## src/rtl/fir_coef_loader.sv

```systemverilog
// fir_coef_loader: accepts a packed {-1,0,+1} coefficient set and
// streams it into the FIR coefficient-write port, one tap per clock.
module fir_coef_loader #(
    parameter int TAP_NUMBER = 10,
    parameter int IDX_W      = $clog2(TAP_NUMBER)
) (
    input  logic                    clk,
    input  logic                    rst_n,
    input  logic [2*TAP_NUMBER-1:0] coef_vec_in,
    input  logic                    coef_vec_valid,
    output logic                    coef_vec_ready,
    output logic [IDX_W-1:0]        coef_num,
    output logic signed [1:0]       coef_val,
    output logic                    coef_w_en,
    output logic                    load_busy,
    output logic                    load_done,
    output logic                    code_err
);

    typedef enum logic [1:0] {
        IDLE,
        LOAD,
        DONE
    } state_t;

    localparam logic [IDX_W-1:0] LAST = IDX_W'(TAP_NUMBER - 1);

    state_t                  state;
    logic [2*TAP_NUMBER-1:0] shadow;
    logic [IDX_W-1:0]        next_idx;
    logic                    accept;

    // Reserved code 2'b10 is written to the filter as zero.
    function automatic logic [1:0] sanitise(input logic [1:0] c);
        return (c == 2'b10) ? 2'b00 : c;
    endfunction

    function automatic logic [1:0] field(
        input logic [2*TAP_NUMBER-1:0] v,
        input logic [IDX_W-1:0]        i
    );
        logic [1:0] f;
        f = 2'b00;
        for (int k = 0; k < TAP_NUMBER; k++) begin
            if (i == IDX_W'(k)) f = v[2*k +: 2];
        end
        return f;
    endfunction

    function automatic logic has_reserved(input logic [2*TAP_NUMBER-1:0] v);
        logic r;
        r = 1'b0;
        for (int k = 0; k < TAP_NUMBER; k++) begin
            if (v[2*k +: 2] == 2'b10) r = 1'b1;
        end
        return r;
    endfunction

    always_comb begin
        accept   = coef_vec_valid & coef_vec_ready;
        next_idx = coef_num + IDX_W'(1);
    end

    always_ff @(posedge clk) begin
        if (!rst_n) begin
            state          <= IDLE;
            shadow         <= '0;
            coef_vec_ready <= 1'b1;
            coef_w_en      <= 1'b0;
            coef_num       <= '0;
            coef_val       <= 2'b00;
            load_busy      <= 1'b0;
            load_done      <= 1'b0;
            code_err       <= 1'b0;
        end else begin
            unique case (state)
                IDLE, DONE: begin
                    load_done <= 1'b0;
                    if (accept) begin
                        // Tap 0 comes straight from the input so the first
                        // strobe is visible right after the accept edge.
                        state          <= LOAD;
                        shadow         <= coef_vec_in;
                        coef_vec_ready <= 1'b0;
                        load_busy      <= 1'b1;
                        coef_w_en      <= 1'b1;
                        coef_num       <= '0;
                        coef_val       <= sanitise(coef_vec_in[1:0]);
                        code_err       <= has_reserved(coef_vec_in);
                    end else begin
                        state          <= IDLE;
                        coef_vec_ready <= 1'b1;
                    end
                end
                LOAD: begin
                    if (coef_num == LAST) begin
                        state          <= DONE;
                        coef_w_en      <= 1'b0;
                        load_busy      <= 1'b0;
                        load_done      <= 1'b1;
                        coef_vec_ready <= 1'b1;
                    end else begin
                        coef_num <= next_idx;
                        coef_val <= sanitise(field(shadow, next_idx));
                    end
                end
                default: begin
                    state          <= IDLE;
                    coef_vec_ready <= 1'b1;
                    coef_w_en      <= 1'b0;
                    load_busy      <= 1'b0;
                    load_done      <= 1'b0;
                end
            endcase
        end
    end

endmodule
```

## config.mk

```make
export PLATFORM = sky130hd
export DESIGN_NAME = fir_coef_loader
export DESIGN_NICKNAME = d
export VERILOG_FILES = /design/src/rtl/fir_coef_loader.sv
export SDC_FILE = /design/constraint.sdc
export NUM_CORES = 1
export LEC_CHECK = 0
export BUFFER_PORTS_ARGS = -buffer_cell sky130_fd_sc_hd__buf_4
export CAP_MARGIN = 20
export CORE_MARGIN = 2
export CORE_UTILIZATION = 30
export CTS_CLUSTER_DIAMETER = 100
export DETAILED_ROUTE_END_ITERATION = 6
export SLEW_MARGIN = 15
export SYNTH_ARGS = -nofsm -noshare
export SYNTH_HDL_FRONTEND = slang
export SYNTH_SLANG_ARGS = --single-unit
```

## constraint.sdc

```tcl
create_clock -name clk -period 5.7 [get_ports clk]
set_input_delay 0.57 -clock clk [delete_from_list [all_inputs] [get_ports clk]]
set_output_delay 0.57 -clock clk [all_outputs]
set_load 0.005 [all_outputs]
```

# Word-level counts from Yosys, hierarchy flattened
# Cells that the tools add are included.
# Widths: inputs -> output; s select.
# word_totals
regBits	32
# classes
n_addsub	1
eq_ne	26
muxes	40
bitwise	1
reduce_logical	8
# ops
op	n
$mux 2	18
$eq 2x2->1 const B	12
$eq 4x3->1 const B	4
$mux 1	15
$eq 4x4->1 const B	3
$eq 4x2->1 const B	2
$mux 4	2
$pmux 2 s2	2
$pmux 4 s2	1
$ne 2x2->1 const B	3
$reduce_and 2->1	3
$add 4x1->4 const B	1
$eq 4x1->1 const B	1
$logic_not 4->1	1
$pmux 1 s2	2
$reduce_and 3->1	1
$eq 2x1->1 const B	1
$logic_not 2->1	1
$reduce_bool 2->1	1
$reduce_or 2->1	1
$and 1x1->1	1

# Logic depth before layout (Yosys ltp)
# Gate-level depths: netlist of run 1.
# logic_depth
depth_word	19
depth_mapped	9

# Worst setup path after synthesis of run 1
# No wires, ideal clock.
# synth_path
path_type	reg2reg
start	reg coef_num[1]
end	reg coef_val[1]
setup_time_ns	0.127
arrival_ns	1.994
required_time_ns	5.573
slack_ns	3.579
path_stages_with_launch	9
path_buffers	1
cell_sequence	dfxtp_1 -> inv_1 -> ha_1 -> clkbuf_1 -> or3b_2 -> a221oi_1 -> a21oi_1 -> a311oi_1 -> a211oi_1
# synth_between
elab_chain_cells	19
word_cells_on_any_way	31
classes_between	add/sub: 1; eq/ne: 12; mux: 16; reduce/logical: 2
# synth_lines
element	line	text
start, declared	12	output logic [IDX_W-1:0] coef_num,
start signal, assigned	103	coef_num <= next_idx;
$add 4x1->4	61	next_idx = coef_num + IDX_W'(1);
$logic_not 4->1	45	if (i == IDX_W'(k)) f = v[2*k +: 2];
$mux 2 (10 in series)	45	
$mux 2	96	if (coef_num == LAST) begin
$mux 2	76	unique case (state)
$mux 2	65	if (!rst_n) begin
$eq 2x2->1	35	return (c == 2'b10) ? 2'b00 : c;
$mux 2	35	
$mux 2	96	
$pmux 2 s2	76	
end signal, assigned	88	coef_val <= sanitise(coef_vec_in[1:0]);
end signal, assigned	104	coef_val <= sanitise(field(shadow, next_idx));
end, declared	13	output logic signed [1:0] coef_val,
# Several ways; a longest one is shown, not always the timed one. The select of a mux whose other input is x is not followed.
# A chain may end at the register's enable or synchronous reset.

# Worst setup path in the final report of run 1
# layout_path
start	reg coef_num[0]
end	reg coef_val[1]
# The elaborated chain is that of the path after synthesis.

==> metrics, run 1 <==
EDFF count, synth=0; Port Buffers=33; # IOs=34; Final Setup Violations=0; Critical Path RT=5880 ps; max-cap violations=0; DIE AREA=6400 µm²; #FFs+latches synth=32; Slew Limit Fails=0; crit path from=coef_num[0]; Iter 0 DRT Violations=102; FFs w/ async S/R, synth=0; Main synth FF type=dfxtp_1; Worst EP arrival=2460 ps; CTS buffer count=5; Post-Synth Adder-Cell Area=0.0434; LEAKAGE=0.890 nW; chip width=80.0 µm; DRC=0; pin count of the biggest net entering global routing=32; Syn Inst Count=232; Starting Density=0.313; Hold-fix buffers, CTS=0; skew final=8.79 ps; CP Class=flip-flop to flip-flop; main combinational cell family by area after synthesis=compound AO/OA/AOI/OAI gates; Compound-Gate Fraction of Synth Area=0.267; Synthesized Nets=261; CP startpoint kind=flip-flop; Setup crit end kind=flip-flop; core area=5540 µm²; pwr dens=261 nW/µm²; routed vias=1634; Synth Warn #=0; CP peak stage delay=480 ps; most frequent cells in the layout=57 x nand2_1, 34 x buf_4, 32 x dfxtp_1, 22 x a21boi_0; Layout area overhead=22.9%; Worst Reg-to-Reg Cells=7; Levels on crit path=7; commonest non-fill, non-tap cell in the layout=nand2_1; total negative slack=0 ps; CP bufs+invs=1; CTS Buffer Depth=2; routability cong.=0.739; Skew-Pair Late Insertion Delay=290 ps; routed len/inst=12.6 µm; fmax=437 MHz; die height=80.0 µm; worst hold path type=flip-flop to flip-flop; post-synthesis xor/xnor area fraction=0; Max VDD drop=0.0956 mV; simple-gate share of the synthesized area=0.246; CP Cell Sequence=inv_1 -> ha_1 -> or3b_2 -> a221oi_1 -> a21oi_1 -> a311oi_1 -> a211oi_1; FP Rows=27; GRT Total Usage=0.148; Post-CTS Setup Inserts=0; CTS Root Cell=clkbuf_8; fin nets=288; H-tree levels=2; clock-pin slew on the worst setup and hold paths=70 ps; Yosys cell types=35; CTS tree=built; detailed placement HPWL=3080 µm; vias in the first global route=1594; status=complete, no violations; post-layout util=0.384; CP Max Fanout=13; post-CTS sizing=0; Mean Syn Cell Area=7.46 µm²; final hold vios=0; Fillers=607; total congestion overflow=0; sequential element share of the synthesized area=0.370; period utilisation layout=0.402; Syn Std Cell Area=1730 µm²; Worst-Margin Slew=490 ps; DR pass1 iterations=4; Post-Route WL=4200 µm; share of layout cells above drive strength 1=0.169; critical path's top delay family=compound AO/OA/AOI/OAI gates; worst hold stages=2; vias per cell=4.92; Ant. Diodes=0; post-synthesis mux area share=0.00578; clk sinks=32; Final min period=2290 ps; Crit-path slowest cell=or3b_2; hold path start=shadow[11]; worst flop-to-flop path startpoint=coef_num[0]; first-pass GRT wire length=7390 µm; Slew HR=0.673; RSZ-0062 raised after global routing=false; ANT nets after route=0; total power=0.556 mW; initial antenna violation count=0
[cell families (layout without fill, tap and decap cells)]
logic type | count (synthesis) | after routing
AO/OA/AOI/OAI | 69 | 69
flip-flops | 32 | 32
AND/OR/NAND/NOR | 94 | 94
buffers and inverters | 30 | 58
multiplexers | 1 | 1
adder cells (fa/ha/maj) | 6 | 6
[cell type report]
type	count	area (µm²)	share of cell area
clock buffer	6	72.6	0.0341
clock inverter	2	35.0	0.0165
inverter	16	60.1	0.0282
multi-input combinational	170	975	0.458
sequential	32	641	0.301
tap	72	90.1	0.0423
timing repair buffer	34	255	0.120
[flip-flops by register name (all words and copies together), names as in the netlist]
signal,flops
load_done,1
code_err,1
coef_vec_ready,1
coef_num,4
coef_val,2
load_busy,1
shadow,20
state,2
[layer usage]
layer  vias to the layer above  share of wire  track usage
met2                        34           0.47        0.233
met4                         0          0.012       0.0695
met1                       756           0.48        0.194
met3                         4          0.041       0.0305
li1                        840              -            -
met5                         -              0            0
[cell usage after synthesis, types with 4 or more instances]
library cell / number / area (µm²)
a21boi_0: 22 / 165
a21oi_1: 10 / 50.1
a221oi_1: 4 / 35.0
and3_1: 4 / 25.0
clkbuf_1: 13 / 48.8
dfxtp_1: 32 / 641
ha_1: 6 / 75.1
inv_1: 16 / 60.1
nand2_1: 57 / 214
nand3_1: 4 / 20.0
nor2_1: 11 / 41.3
nor2b_1: 5 / 31.3
o21ai_0: 16 / 80.1
[tightest hold or removal path, delay by kind of cell, from the launching register on]
kind,cells,cell delay [ps]
AO/OA/AOI/OAI,1,60
flip-flops,1,310
AND/OR/NAND/NOR,1,50
[through the flow]
| step | instances | hold slack (ps) | setup WS (ps) | cell area (µm²) |
|---|---|---|---|---|
| after global routing | 332 | 493 | 3170 | 2130 |
| after detailed placement | 324 | 459 | 3430 | 2020 |
| after floorplan | 232 | 439 | 3580 | 1730 |
| after CTS | 332 | 468 | 3410 | 2130 |
| after global placement | 324 | 452 | 3510 | 2020 |
| final | 332 | 465 | 3410 | 2130 |
[worst paths after layout]
check | endpoint | slack, ps
hold / removal | shadow[11] | 460
setup reg to reg | coef_val[1] | 3410
hold reg to reg | shadow[11] | 460
setup / recovery | coef_val[1] | 3410
[power breakdown]
part	switching [mW]	total, mW	leakage [nW]	internal [mW]
sequential	0.0107	0.249	0.262	0.238
clock	0.0857	0.215	0.0552	0.130
combinational	0.0496	0.0920	0.573	0.0425
No activity file was read; power rests on OpenSTA's default activity.
==> inputs of run 2 (changes only) <==
- clock period: 5.7 -> 2.1 ns (I/O delays scaled with it)
==> metrics, run 2 (synthesized netlist as in run 1, its figures left out) <==
post-route cell area=2170 µm²; routed len/inst=12.8 µm; core area=5540 µm²; worst hold path type=input pin to flip-flop; Layout area overhead=25.4%; Largest register FFs=20; CP startpoint kind=flip-flop; fin nets=293; clock-pin slew on the worst setup and hold paths=60 ps; Setup crit end kind=flip-flop; worst flop-to-flop path startpoint=coef_num[1]; Fillers=626; DRC=0; Max VDD drop=0.317 mV; Final Setup Violations=0; Worst EP arrival=2100 ps; CTS Root Cell=clkbuf_8; Worst Hold Path EP=shadow[10]; pin count of the biggest net entering global routing=32; vias in the first global route=1558; period utilisation layout=0.920; total negative slack=0 ps; setup slack at placement=92.5 ps; Worst Reg-to-Reg Cells=7; chip width=80.0 µm; max-cap violations=0; hold_ws=193 ps; Port Buffers=33; routability cong.=0.846; Levels on crit path=7; pwr dens=655 nW/µm²; CP Cell Sequence=inv_1 -> ha_1 -> or3b_2 -> a221oi_2 -> a21oi_1 -> a311oi_1 -> a211oi_1; Skew-Pair Late Insertion Delay=280 ps; CP bufs+invs=1; worst hold stages=3; final hold vios=0; fmax=518 MHz; Post-Route WL=4320 µm; share of layout cells above drive strength 1=0.204; Slew HR=0.702; total congestion overflow=0; routed vias=1648; Final min period=1930 ps; post-placement cell area=2060 µm²; Multi-input gate area=993 µm²; FP Rows=27; detailed placement HPWL=3240 µm; RSZ-0062 raised after global routing=false; CTS tree=built; Slew Limit Fails=0; status=complete, no violations; Reg2Reg Setup Slack=170 ps; Crit-path slowest cell=or3b_2; ANT nets after route=0; register area=644 µm²; Iter 0 DRT Violations=77; CP Max Fanout=9; CTS Buffer Depth=2; LEAKAGE=0.903 nW; worst setup margin=168 ps; GRT Total Usage=0.149; initial antenna violation count=0; Post-CTS Setup Inserts=0; H-tree levels=2; hold path start=coef_vec_in[10]; Critical Path RT=2260 ps; skew final=4.24 ps; # IOs=34; commonest non-fill, non-tap cell in the layout=nand2_1; most frequent cells in the layout=57 x nand2_1, 39 x buf_4, 31 x dfxtp_1, 22 x a21boi_0, 16 x inv_1; critical path's top delay family=compound AO/OA/AOI/OAI gates; post-layout util=0.392; Hold-fix buffers, CTS=0; first-pass GRT wire length=7430 µm; Starting Density=0.313; clk sinks=32; Worst-Margin Slew=444 ps; DIE AREA=6400 µm²; reg2reg end=coef_val[1]; vias per cell=4.89; CTS buffer count=5; die height=80.0 µm; Ant. Diodes=0; CP peak stage delay=450 ps; CP Class=flip-flop to flip-flop; register name with the most flops=shadow; biggest registers after layout=shadow: 20 flops, coef_num: 4 flops; DR pass1 iterations=5
run 2: final cells by class:
class / count / share of cell area
inverters: 16 / 0.0277
repair buffers: 39 / 0.135
clock buffers: 8 / 0.0415
flip-flops and latches: 32 / 0.297
multi-input cells: 170 / 0.458
well taps: 72 / 0.0415
run 2: metal layers:
| metal | wire length [µm] | vias up | GRT usage |
|---|---|---|---|
| met5 | 0 | - | 0 |
| met2 | 2030 | 41 | 0.233 |
| met1 | 2050 | 749 | 0.203 |
| met4 | 51 | 0 | 0.0508 |
| met3 | 192 | 5 | 0.0328 |
| li1 | - | 853 | - |
run 2: through the flow:
| step | power, mW | instances |
|---|---|---|
| 2_1_floorplan | 0.839 | 232 |
| 3_3_place_gp | 0.950 | 329 |
| 3_5_place_dp | 0.955 | 329 |
| 4_1_cts | 1.44 | 337 |
| 5_1_grt | 1.51 | 337 |
| 6_report | 1.42 | 337 |
run 2: how the worst max path moves through the flow:
stage / startpoint / end / slack, ps
floorplan: coef_num[1] / coef_val[1] / 70
global placement: coef_num[1] / coef_val[1] / 120
detailed placement: coef_num[1] / coef_val[1] / 90
CTS: coef_num[1] / coef_val[1] / 90
global route: coef_num[0] / coef_val[1] / 0.9
finish: coef_num[1] / coef_val[1] / 170
run 2: tightest hold or removal path, stage by stage:
cell and delay (ps):
buf_4 110, nand2_1 40, a21boi_0 60
run 2: what timing repair did:
action	4_1_cts	5_1_grt
setup endpoints to repair	0	2
hold endpoints to repair	0	0
resized for setup	0	7
run 2: power breakdown:
group          internal [mW]  leakage (nW)  switching, mW  total [mW]
clock                  0.267        0.0455          0.214       0.481
sequential             0.647         0.263         0.0272       0.674
combinational          0.124         0.594          0.144       0.268
